<file path="config.mk">
export PLATFORM = sky130hd
export DESIGN_NAME = pc_redirect_ctrl
export DESIGN_NICKNAME = d
export VERILOG_FILES = /design/src/rtl/pc_redirect_ctrl.sv
export SDC_FILE = /design/constraint.sdc
export NUM_CORES = 1
export LEC_CHECK = 0
export ABC_AREA = 1
export ABC_CLOCK_PERIOD_IN_PS = 4100
export BUFFER_PORTS_ARGS = -buffer_cell sky130_fd_sc_hd__buf_2
export CORE_MARGIN = 4
export CORE_UTILIZATION = 35
export DETAILED_ROUTE_END_ITERATION = 8
export GPL_ROUTABILITY_DRIVEN = 0
export GPL_TIMING_DRIVEN = 0
export PLACE_DENSITY_LB_ADDON = 0.05
export SKIP_CTS_REPAIR_TIMING = 1
export SYNTH_ARGS = -nofsm -noshare
export SYNTH_HDL_FRONTEND = slang
export SYNTH_SLANG_ARGS = --single-unit
</file>
<file path="constraint.sdc">
create_clock -name clk -period 4.1 [get_ports clk]
set_clock_uncertainty 0.2 [all_clocks]
set_input_delay 0.615 -clock clk [delete_from_list [all_inputs] [get_ports clk]]
set_output_delay 0.615 -clock clk [all_outputs]
set_load 0.01 [all_outputs]
</file>
<file path="src/rtl/pc_redirect_ctrl.sv">
// -----------------------------------------------------------------------------
// pc_redirect_ctrl
//
// Purpose:
//   Chooses the next PC value and its load enable for the fetch PC register.
//   Covers sequential fetch, EX-stage branch redirects, interrupt entry
//   (RUN -> [DRAIN] -> TRAP -> HANDLER) and the return from the handler (mret).
//   While a bus transaction is stalled (stall_AXI), an accepted interrupt waits
//   in DRAIN so the outstanding access can complete before the redirect.
//
// Optional feature (macro PC_DRAIN_TIMEOUT_EN):
//   Adds an 8-bit DRAIN cycle counter. When it reaches DRAIN_MAX, the trap is
//   forced with cause 3 and the bus_timeout output pulses in the TRAP cycle.
//   Without the macro there is no counter and no bus_timeout port, and DRAIN
//   waits for stall_AXI to release.
//
// Parameters:
//   RESET_VEC  PC load value while rst is high
//   TRAP_VEC   interrupt handler entry address
//   DRAIN_MAX  DRAIN cycles before a bus timeout (timeout build only)
//
// Ports:
//   clk, rst           clock; synchronous active-high reset
//   pc_cur, pc_plus4   current PC register value and sequential next PC
//   br_taken/br_target EX-stage redirect request and its target
//   mret               one-cycle return-from-handler pulse
//   stall_CPU          hazard stall (a branch may override it)
//   stall_AXI          bus stall (nothing overrides it)
//   tim_irq, ext_irq   level interrupt requests (ext has priority)
//   irq_en             global interrupt enable
//   next_pc, pc_we     PC register D value and load enable
//   flush              kill IF/ID/EX
//   trap_take          one-cycle pulse in the TRAP cycle
//   mepc, cause        saved return address and trap cause
//                      (1 timer, 2 external, 3 bus timeout)
//   bus_timeout        timeout-build only; pulses in a timeout TRAP cycle
//   in_handler         high while the interrupt handler runs
// -----------------------------------------------------------------------------
module pc_redirect_ctrl #(
  parameter logic [31:0] RESET_VEC = 32'h0000_0000,
  parameter logic [31:0] TRAP_VEC  = 32'h0000_0000,
  parameter logic [7:0]  DRAIN_MAX = 8'd255
) (
  input  logic        clk,
  input  logic        rst,
  input  logic [31:0] pc_cur,
  input  logic [31:0] pc_plus4,
  input  logic        br_taken,
  input  logic [31:0] br_target,
  input  logic        mret,
  input  logic        stall_CPU,
  input  logic        stall_AXI,
  input  logic        tim_irq,
  input  logic        ext_irq,
  input  logic        irq_en,
  output logic [31:0] next_pc,
  output logic        pc_we,
  output logic        flush,
  output logic        trap_take,
  output logic [31:0] mepc,
  output logic [1:0]  cause,
`ifdef PC_DRAIN_TIMEOUT_EN
  output logic        bus_timeout,
`endif
  output logic        in_handler
);

  typedef enum logic [1:0] {
    ST_RUN,
    ST_DRAIN,
    ST_TRAP,
    ST_HANDLER
  } state_t;

  state_t      r_state;
  state_t      w_state_next;

  logic [31:0] r_mepc;
  logic [1:0]  r_cause;
  logic [1:0]  r_pend_cause;
  logic [1:0]  w_pend_cause_next;
  logic        r_mret_pend;
  logic        w_mret_pend_next;
  // A branch seen while the PC is frozen for a pending trap is remembered so
  // the handler returns to the branch target even if upstream drops br_taken.
  logic        r_br_valid;
  logic        w_br_valid_next;
  logic [31:0] r_br_tgt;
  logic [31:0] w_br_tgt_next;

  logic        w_irq;
  logic [1:0]  w_irq_cause;
  logic        w_run_we;
  logic [31:0] w_run_pc;
  logic        w_mret_req;
  logic        w_timeout;

  assign w_irq       = irq_en && (ext_irq || tim_irq);
  assign w_irq_cause = ext_irq ? 2'd2 : 2'd1;
  // Branch overrides a hazard stall but never a bus stall.
  assign w_run_we    = !(stall_CPU || stall_AXI) || (br_taken && !stall_AXI);
  assign w_run_pc    = br_taken ? br_target : pc_plus4;
  assign w_mret_req  = mret || r_mret_pend;

`ifdef PC_DRAIN_TIMEOUT_EN
  logic [7:0] r_drain_cnt;
  logic [7:0] w_cnt_inc;
  logic       r_to_trap;

  assign w_cnt_inc = r_drain_cnt + 8'd1;
  assign w_timeout = (r_state == ST_DRAIN) && (w_cnt_inc == DRAIN_MAX);

  always_ff @(posedge clk) begin
    if (rst) begin
      r_drain_cnt <= 8'd0;
      r_to_trap   <= 1'b0;
    end else begin
      // Held at zero outside DRAIN, so every DRAIN entry starts from zero.
      r_drain_cnt <= (r_state == ST_DRAIN) ? w_cnt_inc : 8'd0;
      // A DRAIN exit while the bus is still stalled can only be the timeout.
      r_to_trap   <= (r_state == ST_DRAIN) && (w_state_next == ST_TRAP) && stall_AXI;
    end
  end

  assign bus_timeout = (r_state == ST_TRAP) && r_to_trap && !rst;
`else
  assign w_timeout = 1'b0;
`endif

  always_comb begin
    w_state_next      = r_state;
    next_pc           = w_run_pc;
    pc_we             = 1'b0;
    flush             = 1'b0;
    trap_take         = 1'b0;
    w_pend_cause_next = r_pend_cause;
    w_mret_pend_next  = r_mret_pend;
    w_br_valid_next   = r_br_valid;
    w_br_tgt_next     = r_br_tgt;

    case (r_state)
      ST_RUN: begin
        if (w_irq) begin
          // PC is frozen on acceptance; the trap performs the redirect.
          w_pend_cause_next = w_irq_cause;
          if (br_taken) begin
            w_br_valid_next = 1'b1;
            w_br_tgt_next   = br_target;
          end
          w_state_next = stall_AXI ? ST_DRAIN : ST_TRAP;
        end else begin
          pc_we = w_run_we;
        end
      end

      ST_DRAIN: begin
        if (br_taken) begin
          w_br_valid_next = 1'b1;
          w_br_tgt_next   = br_target;
        end
        if (!w_irq) begin
          w_state_next    = ST_RUN;
          w_br_valid_next = 1'b0;
        end else if (!stall_AXI) begin
          // Source is re-evaluated at the cycle the bus releases.
          w_pend_cause_next = w_irq_cause;
          w_state_next      = ST_TRAP;
        end else if (w_timeout) begin
          w_pend_cause_next = 2'd3;
          w_state_next      = ST_TRAP;
        end
      end

      ST_TRAP: begin
        next_pc         = TRAP_VEC;
        pc_we           = 1'b1;
        flush           = 1'b1;
        trap_take       = 1'b1;
        w_br_valid_next = 1'b0;
        w_state_next    = ST_HANDLER;
      end

      ST_HANDLER: begin
        // Interrupts are masked here; only mret leaves the handler.
        if (w_mret_req && !stall_AXI) begin
          next_pc          = r_mepc;
          pc_we            = 1'b1;
          flush            = 1'b1;
          w_mret_pend_next = 1'b0;
          w_state_next     = ST_RUN;
        end else begin
          pc_we = w_run_we;
          if (mret) begin
            w_mret_pend_next = 1'b1;
          end
        end
      end

      default: begin
        w_state_next = ST_RUN;
      end
    endcase

    if (rst) begin
      w_state_next      = ST_RUN;
      next_pc           = RESET_VEC;
      pc_we             = 1'b1;
      flush             = 1'b1;
      trap_take         = 1'b0;
      w_pend_cause_next = 2'd0;
      w_mret_pend_next  = 1'b0;
      w_br_valid_next   = 1'b0;
    end
  end

  always_ff @(posedge clk) begin
    if (rst) begin
      r_state      <= ST_RUN;
      r_mepc       <= RESET_VEC;
      r_cause      <= 2'd0;
      r_pend_cause <= 2'd0;
      r_mret_pend  <= 1'b0;
      r_br_valid   <= 1'b0;
      r_br_tgt     <= 32'd0;
    end else begin
      r_state      <= w_state_next;
      r_pend_cause <= w_pend_cause_next;
      r_mret_pend  <= w_mret_pend_next;
      r_br_valid   <= w_br_valid_next;
      r_br_tgt     <= w_br_tgt_next;
      if (r_state == ST_TRAP) begin
        r_mepc  <= br_taken ? br_target : (r_br_valid ? r_br_tgt : pc_cur);
        r_cause <= r_pend_cause;
      end
    end
  end

  assign mepc       = rst ? RESET_VEC : r_mepc;
  assign cause      = rst ? 2'd0 : r_cause;
  assign in_handler = (r_state == ST_HANDLER) && !rst;

endmodule

</file>
# Yosys cells after proc, flatten, opt, wreduce, memory -nomap -nowiden
# Cells that the tools add are included.
[totals]
ff_bits = 72
latchBits = 0
mem_bits_rw = 0
rom_bits = 0
mem_count = 0
[op_classes]
add_sub_neg = 0
multipliers = 0
div_mod_pow = 0
order_cmp = 0
eq_ne = 8
shifts = 0
muxes = 37
n_bitwise = 0
n_reduce_logical = 20
[op_table]
columns = ["cell", "count"]
rows = [
  ["32-bit 2-to-1 mux", 8],
  ["32-bit case mux with 2 select lines", 2],
  ["2-bit 2-to-1 mux", 10],
  ["1-bit 2-to-1 mux", 12],
  ["2-bit != test, second input constant", 4],
  ["2-bit case mux with 4 select lines", 1],
  ["1-bit case mux with 3 select lines", 2],
  ["2-bit AND reduction", 3],
  ["2-bit equality test, second input constant", 2],
  ["1-bit logical AND", 4],
  ["1-bit logical OR", 4],
  ["2-bit case mux with 2 select lines", 1],
  ["4-bit AND reduction", 1],
  ["2-bit nonzero test", 2],
  ["1-bit logical NOT", 3],
  ["3-bit != test, second input constant", 1],
  ["3-bit AND reduction", 1],
  ["3-bit nonzero test", 1],
  ["2-bit by 1-bit equality test with 1-bit output, second input constant", 1],
  ["2-bit logical NOT", 1],
  ["1-bit case mux with 2 select lines", 1],
]

# Logic depth before layout (Yosys ltp)
[logic_depth]
ltp_word = 6
mapped_depth = 10
depth_no_buf = 10

# Worst setup path after synthesis
# OpenSTA, ideal clock, no wires.
[synth_path]
path_kind = "input to output"
start = "in rst"
end = "out next_pc[18]"
arrival_ps = 1395
t_required_ps = 3285
setup_slack_ps = 1890
stages = 6
path_cell_list = "buf_2 inv_2 buf_6 buf_6 nand2_1 o21ai_0"
[synth_between]
elab_chain_len = 1
[synth_rtl]
columns = ["element", "line", "source"]
rows = [
  ["from (decl)", "45", "input logic rst,"],
  ["32-bit 2-to-1 mux", "204", "if (rst) begin"],
  ["to (decl)", "56", "output logic [31:0] next_pc,"],
]
# Every way passes these cells.

# Final worst setup path
[layout_path]
start = "reg r_state[0]"
end = "out next_pc[13]"
[layout_between]
elab_chain_len = 3
elab_cells_between_ends = 4
classes_between = "2 x eq/ne; 2 x mux"
[layout_rtl]
columns = ["element", "line", "source"]
rows = [
  ["from (decl)", "75", "state_t r_state;"],
  ["from (signal assigned)", "226", "r_state <= w_state_next;"],
  ["2-bit equality test", "141", "case (r_state)"],
  ["32-bit case mux with 2 select lines *", "141", ""],
  ["32-bit 2-to-1 mux *", "204", ""],
]
# Mark *: on every way between the ends. The rest lies on a longest branch, timed or not.

==> flow_summary.toml <==
[outcome]
status = "completed"

[routing]
first_iter_violations = 383
drt_first_pass_iters = 5
drc = 0
via_count = 5237
vias_per_cell = 5.17
wl_um = 16800
antenna_left = 0
wl_per_cell_um = 16.6

[timing]
rsz0062_at_grt = "no"
fin_setup_tns_ps = 0
tightest_slew_ps = 671
drv_slew = 0
timing.hold.ws_ps = 255
fin_crit_sh = 0.743
post-route-min-period_ps = 3050
setup_violations = 0
fmax_mhz = 328
hold_violations = 0
maxSlewHeadroom = 0.553

[power_and_ir_drop]
switching_share = 0.416
switchingPower_uw = 1350
p_leak_uw = 0.00287
internal_power_uw = 1900
seq_power_share = 0.312
max-vdd-ir-drop_mv = 0.282
power_frac_comb = 0.464
power_frac_clock = 0.224
power.density_mw_per_mm2 = 588

[cells_and_area]
syn_to_final_growth_pct = 31.2
n_fill_cell = 1263
seqCellArea_mm2 = 0.00144
drive_gt1_frac = 0.268
final_util = 0.477
multi_input_area_mm2 = 0.00230
layout_common_cells = "196 x buf_2, 178 x nand2_1, 110 x nor2_1"
nets = 974
final_common_cell = "buf_2"

[job]
max-cap-violations = 0

[floorplanning]
dieArea_mm2 = 0.0139
fp.dieH_um = 118
rows = 39
coreArea_mm2 = 0.0116
ioPinCount = 175
initial_core_util = 0.363
fp.dieW_um = 118

[global_routing]
grt_antenna_before_repair = 1
grt_usage = 0.236
grt_start_max_net_pins = 11
grt_pass1_wl_um = 26700
grt_overflow = 0
grt_pass1_vias = 5220

[setup_path]
crit_chain = "inv_1 > ha_1 > buf_4 > o21ai_2 > buf_2 > nand2_1 > o21ai_0 > buf_2"
cpPeakStageDelay_ps = 400
reg2reg_to = "r_br_tgt[27]$_SDFFE_PP0P_"
path_max_fanout = 10
endpoint_kind = "output port"
cp-startpoint = "r_state[0]$_SDFFE_PP0P_"
rr_startpoint = "r_state[0]$_SDFFE_PP0P_"
crit_family = "buffers and inverters"
cpMostUsedCell = "buf_2"
critPathRequiredTime_ps = 3280
path_buf_inv = 4
path_class = "flop to output port"
critPathSlowestCell = "dfxtp_1"
worst-path-stages = 8
cp-start-kind = "flop"
crit_path_end = "next_pc[13]"
ff2ff_path_depth = 8
crit_arrival_ps = 2230
regToRegSetupSlack_ps = 2150

[yosys]
synth_seq_cells = 72
synth_top_cell_area_share = 0.342
synthTopCellsByArea = "dfxtp_1 34%, nand2_1 16%, nor2_1 9.8%"
ys_seq_area_frac = 0.342
yosys.area.top_type = "dfxtp_1"
postSynthAreaPerCell_um2 = 6.20
yosys_warnings = 0
netlist_area_mm2 = 0.00422
synthCells = 680
synth_cell_types = 24
syn_nets = 790

[placement]
post-dp-hpwl_um = 12500
portBuffers = 173

[clock_tree]
root_buffer = "clkbuf_16"
clk_pin_slew_worst_paths_ps = 60
cts_made_buffers = 9
clk_latency_ps = 330
h-tree-depth = 3
clock-sinks = 72
cts_tree = "yes"
clk_path_buf_depth = 2

[worst_hold_path]
hp-class = "flop to flop"
hold_path_startpoint = "r_br_tgt[22]$_SDFFE_PP0P_"
==> routing by layer <==
| layer | track usage | vias up | part of all wire |
|---|---|---|---|
| met5 | 0 | - | 0 |
| met4 | 0.0813 | 0 | 0.016 |
| met3 | 0.0519 | 21 | 0.078 |
| met2 | 0.377 | 234 | 0.46 |
| met1 | 0.316 | 2402 | 0.45 |
| li1 | - | 2580 | - |
==> worst min path at each step <==
| stage | cells past startpoint | end | slack (ps) |
|---|---|---|---|
| 5_1_grt | 2 | r_br_tgt[12]$_SDFFE_PP0P_ | 270 |
| 3_3_place_gp | 2 | r_br_tgt[13]$_SDFFE_PP0P_ | 240 |
| 2_1_floorplan | 2 | r_br_tgt[0]$_SDFFE_PP0P_ | 240 |
| 3_5_place_dp | 2 | r_br_tgt[8]$_SDFFE_PP0P_ | 250 |
| 4_1_cts | 2 | r_br_tgt[8]$_SDFFE_PP0P_ | 260 |
| 6_report | 2 | r_br_tgt[22]$_SDFFE_PP0P_ | 260 |
==> area by class of cell <==
| class | count | share of cell area |
|---|---|---|
| multi-input combinational | 508 | 0.416 |
| sequential | 72 | 0.260 |
| timing repair buffer | 173 | 0.156 |
| buffer | 51 | 0.0531 |
| clock buffer | 15 | 0.0484 |
| inverter | 49 | 0.0332 |
| tap | 143 | 0.0323 |
| antenna | 1 | 0.000452 |
==> synthesized netlist by cell type (all sizes together) <==
library cell	instances
nand2	180
nor2	112
dfxtp	72
a21oi	68
o21ai	68
inv	49
nand3	39
buf	37
a31oi	32
clkbuf	14
ha	5
o22a	2
a21boi	1
nand4	1
==> worst register-to-register path: stages, from the launching register on <==
cell and delay (ps):
dfxtp_1 400, inv_1 100, ha_1 260, nor2_1 310
nor2_4 120, nand2_4 120, buf_4 180, nand2_1 60
a21oi_1 120
==> kinds of logic (layout without fill, tap and decap cells) <==
group           count (synthesis)  after routing  synth area share
compound gates                171            171             0.216
flops                          72             72             0.342
other cells                     0              1                 0
fa+ha+maj                       5              5            0.0148
simple gates                  332            332             0.315
buf+inv                       100            288             0.113
==> per-stage QoR <==
step / power [µW] / worst slack, ps / std cells / area, µm²
final: 3250 / 1050 / 1012 / 5530
after global routing: 3500 / 914 / 1012 / 5530
after CTS: 3260 / 1060 / 1011 / 5530
after detailed placement: 2530 / 1340 / 996 / 5260
after global placement: 2520 / 1360 / 996 / 5260
after floorplan: 2000 / 1890 / 680 / 4220
==> power groups by stage <==
stage / clock (µW) / sequential (µW) / combinational [µW]
CTS: 735 / 1010 / 1510
global route: 772 / 1030 / 1700
finish: 729 / 1010 / 1510
detailed placement: 0 / 1030 / 1500
global placement: 0 / 1020 / 1500
floorplan: 0 / 1000 / 995
==> flip-flops by register name, summed over array words and instances, names as in the netlist <==
register	cells
r_cause	2
r_state	2
r_br_tgt	32
r_mepc	32
r_br_valid	1
r_mret_pend	1
r_pend_cause	2
(Power assumes the default switching activity.)
